`config.mk`:
```
export PLATFORM = sky130hd
export DESIGN_NAME = id_imm_stage
export DESIGN_NICKNAME = d
export VERILOG_FILES = /design/src/rtl/id_imm_stage.sv
export SDC_FILE = /design/constraint.sdc
export NUM_CORES = 1
export LEC_CHECK = 0
export BUFFER_PORTS_ARGS = -buffer_cell sky130_fd_sc_hd__buf_4
export CAP_MARGIN = 5
export CORE_AREA = 10 10 86 88
export CTS_CLUSTER_DIAMETER = 120
export DETAILED_ROUTE_END_ITERATION = 8
export DIE_AREA = 0 0 96 98
export PLACE_DENSITY = 0.74
export SLEW_MARGIN = 30
export SYNTH_ARGS = -nofsm -noshare
export SYNTH_HDL_FRONTEND = slang
export SYNTH_SLANG_ARGS = --single-unit
```
`constraint.sdc`:
```
create_clock -name i_clk -period 1.82 [get_ports i_clk]
set_clock_uncertainty 0.15 [all_clocks]
set_input_delay 0.273 -clock i_clk [delete_from_list [all_inputs] [get_ports i_clk]]
set_output_delay 0.273 -clock i_clk [all_outputs]
set_load 0.1 [all_outputs]
```
`src/rtl/id_imm_stage.sv`:
```
// ID-stage immediate generator with a one-entry valid/ready register toward EX.
// Also counts accepted instructions that carry no recognised immediate format.
module id_imm_stage #(
  parameter int unsigned DATA_W   = 64,
  parameter int unsigned BR_SHIFT = 2,
  parameter int unsigned CNT_W    = 8
) (
  input  logic              i_clk,
  input  logic              i_reset_n,
  input  logic [31:0]       i_instr,
  input  logic              i_in_valid,
  output logic              o_in_ready,
  input  logic              i_flush,
  input  logic              i_out_ready,
  output logic              o_out_valid,
  output logic [DATA_W-1:0] o_imm_out,
  output logic [2:0]        o_imm_type,
  output logic [CNT_W-1:0]  o_ill_cnt
);

  typedef enum logic [2:0] {
    ImmNone = 3'd0,
    ImmI    = 3'd1,
    ImmD    = 3'd2,
    ImmB    = 3'd3,
    ImmCb   = 3'd4,
    ImmSh   = 3'd5
  } imm_type_e;

  logic [63:0]       w_imm_full;
  logic [DATA_W-1:0] w_imm;
  imm_type_e         w_imm_type;
  logic              w_accept;

  logic              r_out_valid;
  logic [DATA_W-1:0] r_imm;
  imm_type_e         r_imm_type;
  logic [CNT_W-1:0]  r_ill_cnt;

  // First match wins; extension is done at full 64 bits, shifted, then truncated.
  always_comb begin
    w_imm_full = '0;
    w_imm_type = ImmNone;
    if (i_instr[31:26] == 6'b000101) begin
      w_imm_type = ImmB;
      w_imm_full = {{38{i_instr[25]}}, i_instr[25:0]} << BR_SHIFT;
    end else if (i_instr[31:24] == 8'b10110100 || i_instr[31:24] == 8'b10110101 ||
                 i_instr[31:24] == 8'b01010100) begin
      w_imm_type = ImmCb;
      w_imm_full = {{45{i_instr[23]}}, i_instr[23:5]} << BR_SHIFT;
    end else if (i_instr[31:21] == 11'b11111000000 || i_instr[31:21] == 11'b11111000010) begin
      w_imm_type = ImmD;
      w_imm_full = {{55{i_instr[20]}}, i_instr[20:12]};
    end else if (i_instr[31:22] == 10'b1001000100 || i_instr[31:22] == 10'b1101000100 ||
                 i_instr[31:22] == 10'b1011000100 || i_instr[31:22] == 10'b1111000100) begin
      w_imm_type = ImmI;
      w_imm_full = {52'd0, i_instr[21:10]};
    end else if (i_instr[31:21] == 11'b11010011011 || i_instr[31:21] == 11'b11010011010) begin
      w_imm_type = ImmSh;
      w_imm_full = {58'd0, i_instr[15:10]};
    end
  end

  assign w_imm      = w_imm_full[DATA_W-1:0];
  assign o_in_ready = i_reset_n & ~i_flush & (~r_out_valid | i_out_ready);
  assign w_accept   = i_in_valid & o_in_ready;

  always_ff @(posedge i_clk or negedge i_reset_n) begin
    if (!i_reset_n) begin
      r_out_valid <= 1'b0;
      r_imm       <= '0;
      r_imm_type  <= ImmNone;
      r_ill_cnt   <= '0;
    end else if (i_flush) begin
      r_out_valid <= 1'b0;
    end else if (w_accept) begin
      r_out_valid <= 1'b1;
      r_imm       <= w_imm;
      r_imm_type  <= w_imm_type;
      if (w_imm_type == ImmNone && r_ill_cnt != {CNT_W{1'b1}}) begin
        r_ill_cnt <= r_ill_cnt + 1'b1;
      end
    end else if (i_out_ready) begin
      r_out_valid <= 1'b0;
    end
  end

  assign o_out_valid = r_out_valid;
  assign o_imm_out   = r_imm;
  assign o_imm_type  = r_imm_type;
  assign o_ill_cnt   = r_ill_cnt;

endmodule

```
== Word level (Yosys, flattened, before mapping) ==
Cells that the tools add are included.
Operators by class
  $add $sub $neg: 1
  $mul: 0
  divide/modulo/power cells: 0
  order comparisons: 0
  eq/ne operators: 13
  shift-type cells: 0
  muxes and demuxes: 13
  bitwise gates (word level): 6
  reductions and logical operators: 12
Operators by type and width (count)
  two-way mux 64 bit: 3
  == test 11 bit (second input constant): 4
  == test 10 bit (second input constant): 4
  == test 8 bit (second input constant): 2
  two-way mux 3 bit: 5
  two-way mux 12 bit: 1
  adder 8 x 1 -> 8 bit (second input constant): 1
  == test 8 x 7 -> 1 bit (second input constant): 1
  inequality test 8 bit (second input constant): 1
  logical OR 1 bit: 7
  == test 6 x 3 -> 1 bit (second input constant): 1
  two-way mux 6 bit: 1
  bitwise AND 1 bit: 3
  zero test 3 bit: 1
  two-way mux 1 bit: 3
  AND reduction 3 bit: 1
  nonzero test 3 bit: 1
  inverter 1 bit: 2
  AND reduction 2 bit: 1
  logical AND 1 bit: 1
  bitwise OR 1 bit: 1
Storage, ports and cells
  bits in registers: 76
  bits in latches: 0
  memory bits (writable): 0
  ROM bits: 0
  memories kept: 0

== Logic depth before layout (Yosys ltp) ==
  word-level depth: 11
  depth in mapped cells: 6
  gate-level depth less buffers: 5

== Worst setup path after synthesis ==
OpenSTA, ideal clock, no wires.
  path type: reg-to-reg
  from: reg r_out_valid (netlist: o_out_valid)
  to: reg r_ill_cnt[1] (netlist: o_ill_cnt[1])
  arrival time: 2.162 ns
  required time: 1.543 ns
  path slack: -0.619 ns
  cell stages (with the launch flop): 6
  path buffers: 0
  cells stage by stage: dfrtp_1 -> nand2b_1 -> nand4b_1 -> a2111o_2 -> nor2_1 -> mux2_4
Between the ends
  longest elaborated chain between the ends: 5
RTL lines
  start, declared: RTL line 35  | logic r_out_valid;
  start signal, assigned: RTL line 70  | r_out_valid <= 1'b0;
  start signal, assigned: RTL line 75  | r_out_valid <= 1'b0;
  start signal, assigned: RTL line 77  | r_out_valid <= 1'b1;
  inverter 1 bit: RTL line 65  | assign o_in_ready = i_reset_n & ~i_flush & (~r_out_valid | i_out_ready);
  bitwise OR 1 bit: RTL line 65
  bitwise AND 1 bit: RTL line 65
  bitwise AND 1 bit: RTL line 66  | assign w_accept = i_in_valid & o_in_ready;
  AND reduction 3 bit (no source line)
  end signal, assigned: RTL line 81  | r_ill_cnt <= r_ill_cnt + 1'b1;
  end, declared: RTL line 38  | logic [CNT_W-1:0] r_ill_cnt;
No other way between the ends.
A chain may end at the register's enable or synchronous reset.

== Final worst setup path ==
Same ends and word-level chain as after synthesis.

==> out/qor.yml <==
final_nets: 400
firstDrtPassIters: 5
cp-end-kind: "flop"
clkTransAtPathRegs_ns: 0.08
synth_ff_type: "dfrtp_1"
synthesis.nets: 285
fmaxAchievable_mhz: 504
syn_avg_cell_area_sq_um: 9.22
dpl.hpwl_mm: 6.08
postLayoutCoreUtil_pct: 60.8
core_sq_um: 5750
num_vias: 2360
antenna_found_initial: 0
grt_pass1_vias: 2338
period_share_pct: 109
finalSetupViolCount: 8
cts.sinks: 40
min_period_ns: 1.98
crit_arrival_ns: 2.02
rsz0062_at_grt: "yes"
r2r_slack_ns: -0.16
grt_pass1_wl_mm: 12.1
dieWidth_um: 96
globalplace.congestion: 0.884
hold_depth: 3
track_usage_pct: 15.9
yosysSeqAreaShare_pct: 44.0
power_frac_clock_pct: 13.8
cts_tree: "built"
die_h_um: 98
p_leak_nw: 1.65
synth_cell_type_count: 40
status: "complete, but fails checks"
grt_overflow: 0
wire_per_inst_um: 18.2
cp.buffers_inverters: 0
relSlewSlack_pct: 75.0
root_buffer: "clkbuf_8"
start_kind: "flop"
setup_ws_ns: -0.165
critPathSlowestCell: "a2111o_2"
port_buffers: 113
p_int_mw: 2.14
layout-drive-gt1-share_pct: 52.3
ys_ff_latch: 40
crit_path_max_fanout: 7
cts_buffers: 5
insertedDiodeCount: 0
antenna_left: 0
worstSetupPathType: "flop to flop"
combinationalPowerShare_pct: 63.1
final_max_slew_viol_count: 0
dp_slack_ns: -0.326
violations: "setup timing"
wl_mm: 7.97
cp_slowest_stage_delay_ns: 0.55
worst_pin_slew_ns: 0.371
netlist_area_sq_um: 2280
drc: 0
clockBufferDepth: 2
hold_path.class: "primary input to flop"
synth_cells: 247
cp_num_cells: 5
drtIter0Drc: 222
h-tree-depth: 2
path_cells: "nand2b_4 -> nand4b_1 -> a2111o_2 -> nor2_4 -> mux2_4"
start_util_pct: 39.6
power_frac_seq_pct: 23.1
total_power_mw: 5.16
maxCapViolCount: 0
power_switching_share_pct: 58.6
synth-edff-count: 0
dieArea_sq_um: 9410
finalSetupTns_ns: -0.840
syn_to_final_growth_pct: 53.5
hold_violations: 0
ys_warn_count: 0
synth-async-reset-ratio_pct: 100
clk_latency_ns: 0.29
crit_required_ns: 1.85
ioPinCount: 114
critical-path-top-delay-family: "compound AO/OA/AOI/OAI gates"
p_switching_mw: 3.02
vias_per_cell: 5.39
grt_max_degree: 41
fill_cells: 479
p_per_area_nw_per_um2: 1480
ir_drop_uv: 1140
r2r_cells: 5
fp-row-count: 28
==> area by class of cell <==
type / count / area [sq um] / share of cell area, %
Timing Repair Buffer: 155 / 1220 / 35.0
Multi-Input combinational cell: 158 / 1040 / 29.8
Sequential cell: 40 / 1020 / 29.3
Tap cell: 75 / 93.8 / 2.69
Clock buffer: 6 / 72.6 / 2.08
Clock inverter: 2 / 35.0 / 1.00
Inverter: 2 / 7.51 / 0.215
==> power by group through the flow <==
stage	Clock, mW	Combinational (mW)	Sequential (mW)
2_1_floorplan	0	1.52	2.30
3_3_place_gp	0	3.22	1.20
3_5_place_dp	0	3.24	1.21
4_1_cts	0.723	3.26	1.19
5_1_grt	0.760	3.36	1.21
6_report	0.712	3.26	1.19
==> kinds of logic (layout without fill, tap and decap cells) <==
group | Yosys count | count (layout) | synth area share, %
flops | 40 | 40 | 44.0
buf+inv | 49 | 165 | 14.2
fa+ha+maj | 1 | 1 | 0.549
xor+xnor | 7 | 7 | 2.69
compound gates | 81 | 81 | 21.9
mux | 1 | 1 | 0.659
simple gates | 68 | 68 | 16.0
==> synth_stat cells, types with 2 or more instances <==
cell type	instances	area share [%]
o22ai_1	10	2.7
xor2_1	7	2.7
a22o_1	4	1.5
a22oi_1	9	3.0
nor4_1	3	0.82
clkbuf_1	7	1.2
o22a_1	2	0.77
and3_1	2	0.55
nand3b_1	3	0.99
nor2_1	13	2.1
inv_1	2	0.33
buf_2	4	0.88
a31oi_1	6	1.6
a21oi_1	25	5.5
nor3_1	7	1.5
dfrtp_1	40	44
nand2b_1	2	0.55
nand4b_1	2	0.77
o21ai_0	18	4.0
buf_4	36	12
nand2_1	24	4.0
nand3_1	3	0.66
==> metal layers <==
layer / wire length (um) / vias up / GRT usage (%)
met4: 221 / 0 / 4.99
met1: 2960 / 1125 / 17.6
li1: - / 1086 / -
met3: 618 / 24 / 4.21
met2: 4170 / 125 / 28.4
met5: 0 / - / 0
==> final timing paths <==
path | end | start
worst max register to register | o_ill_cnt[1] | o_out_valid
max in group asynchronous | o_imm_out[62] | i_reset_n
worst min register to register | o_imm_type[2] | o_imm_type[2]
worst min-delay path | o_imm_out[4] | i_instr[2]
min in group asynchronous | o_imm_out[2] | i_reset_n
worst max-delay path | o_ill_cnt[1] | o_out_valid
==> metrics by stage <==
| stage | area [sq um] | instances | hold WS [ns] |
|---|---|---|---|
| 4_1_cts | 3410 | 435 | 0.0922 |
| 3_5_place_dp | 3260 | 425 | 0.117 |
| 6_report | 3490 | 438 | 0.107 |
| 5_1_grt | 3490 | 438 | 0.110 |
| 3_3_place_gp | 3260 | 425 | 0.117 |
| 2_1_floorplan | 2330 | 247 | -0.173 |
==> tightest hold or removal path: cells and delay by family <==
family          cells  cell delay, ns
compound gates      2            0.17
buf+inv             1            0.08
==> flip-flops by register name, summed over array words and instances, names as in the netlist <==
signal       flops
o_imm_out       28
o_ill_cnt        8
o_out_valid      1
o_imm_type       3
==> what timing repair did <==
| item | 4_1_cts | 5_1_grt |
|---|---|---|
| resized for setup | 3 | 16 |
| pin swaps | 4 | 9 |
| endpoints found under the setup margin | 45 | 35 |
| endpoints found under the hold margin | 40 | 0 |
| gates cloned | 0 | 0 |
| hold buffers | 2 | 0 |
| setup buffers | 0 | 3 |
==> cell usage in the layout (no fill, tap or decap), types with 6 or more instances in the layout <==
cell type	n
buf_4	148
dfrtp_1	31
a21oi_1	25
nand2_1	23
o21ai_0	17
nor2_1	11
o22ai_1	10
a22oi_1	9
xor2_1	7
a31oi_1	6
Power figures use the tool's default switching activity.
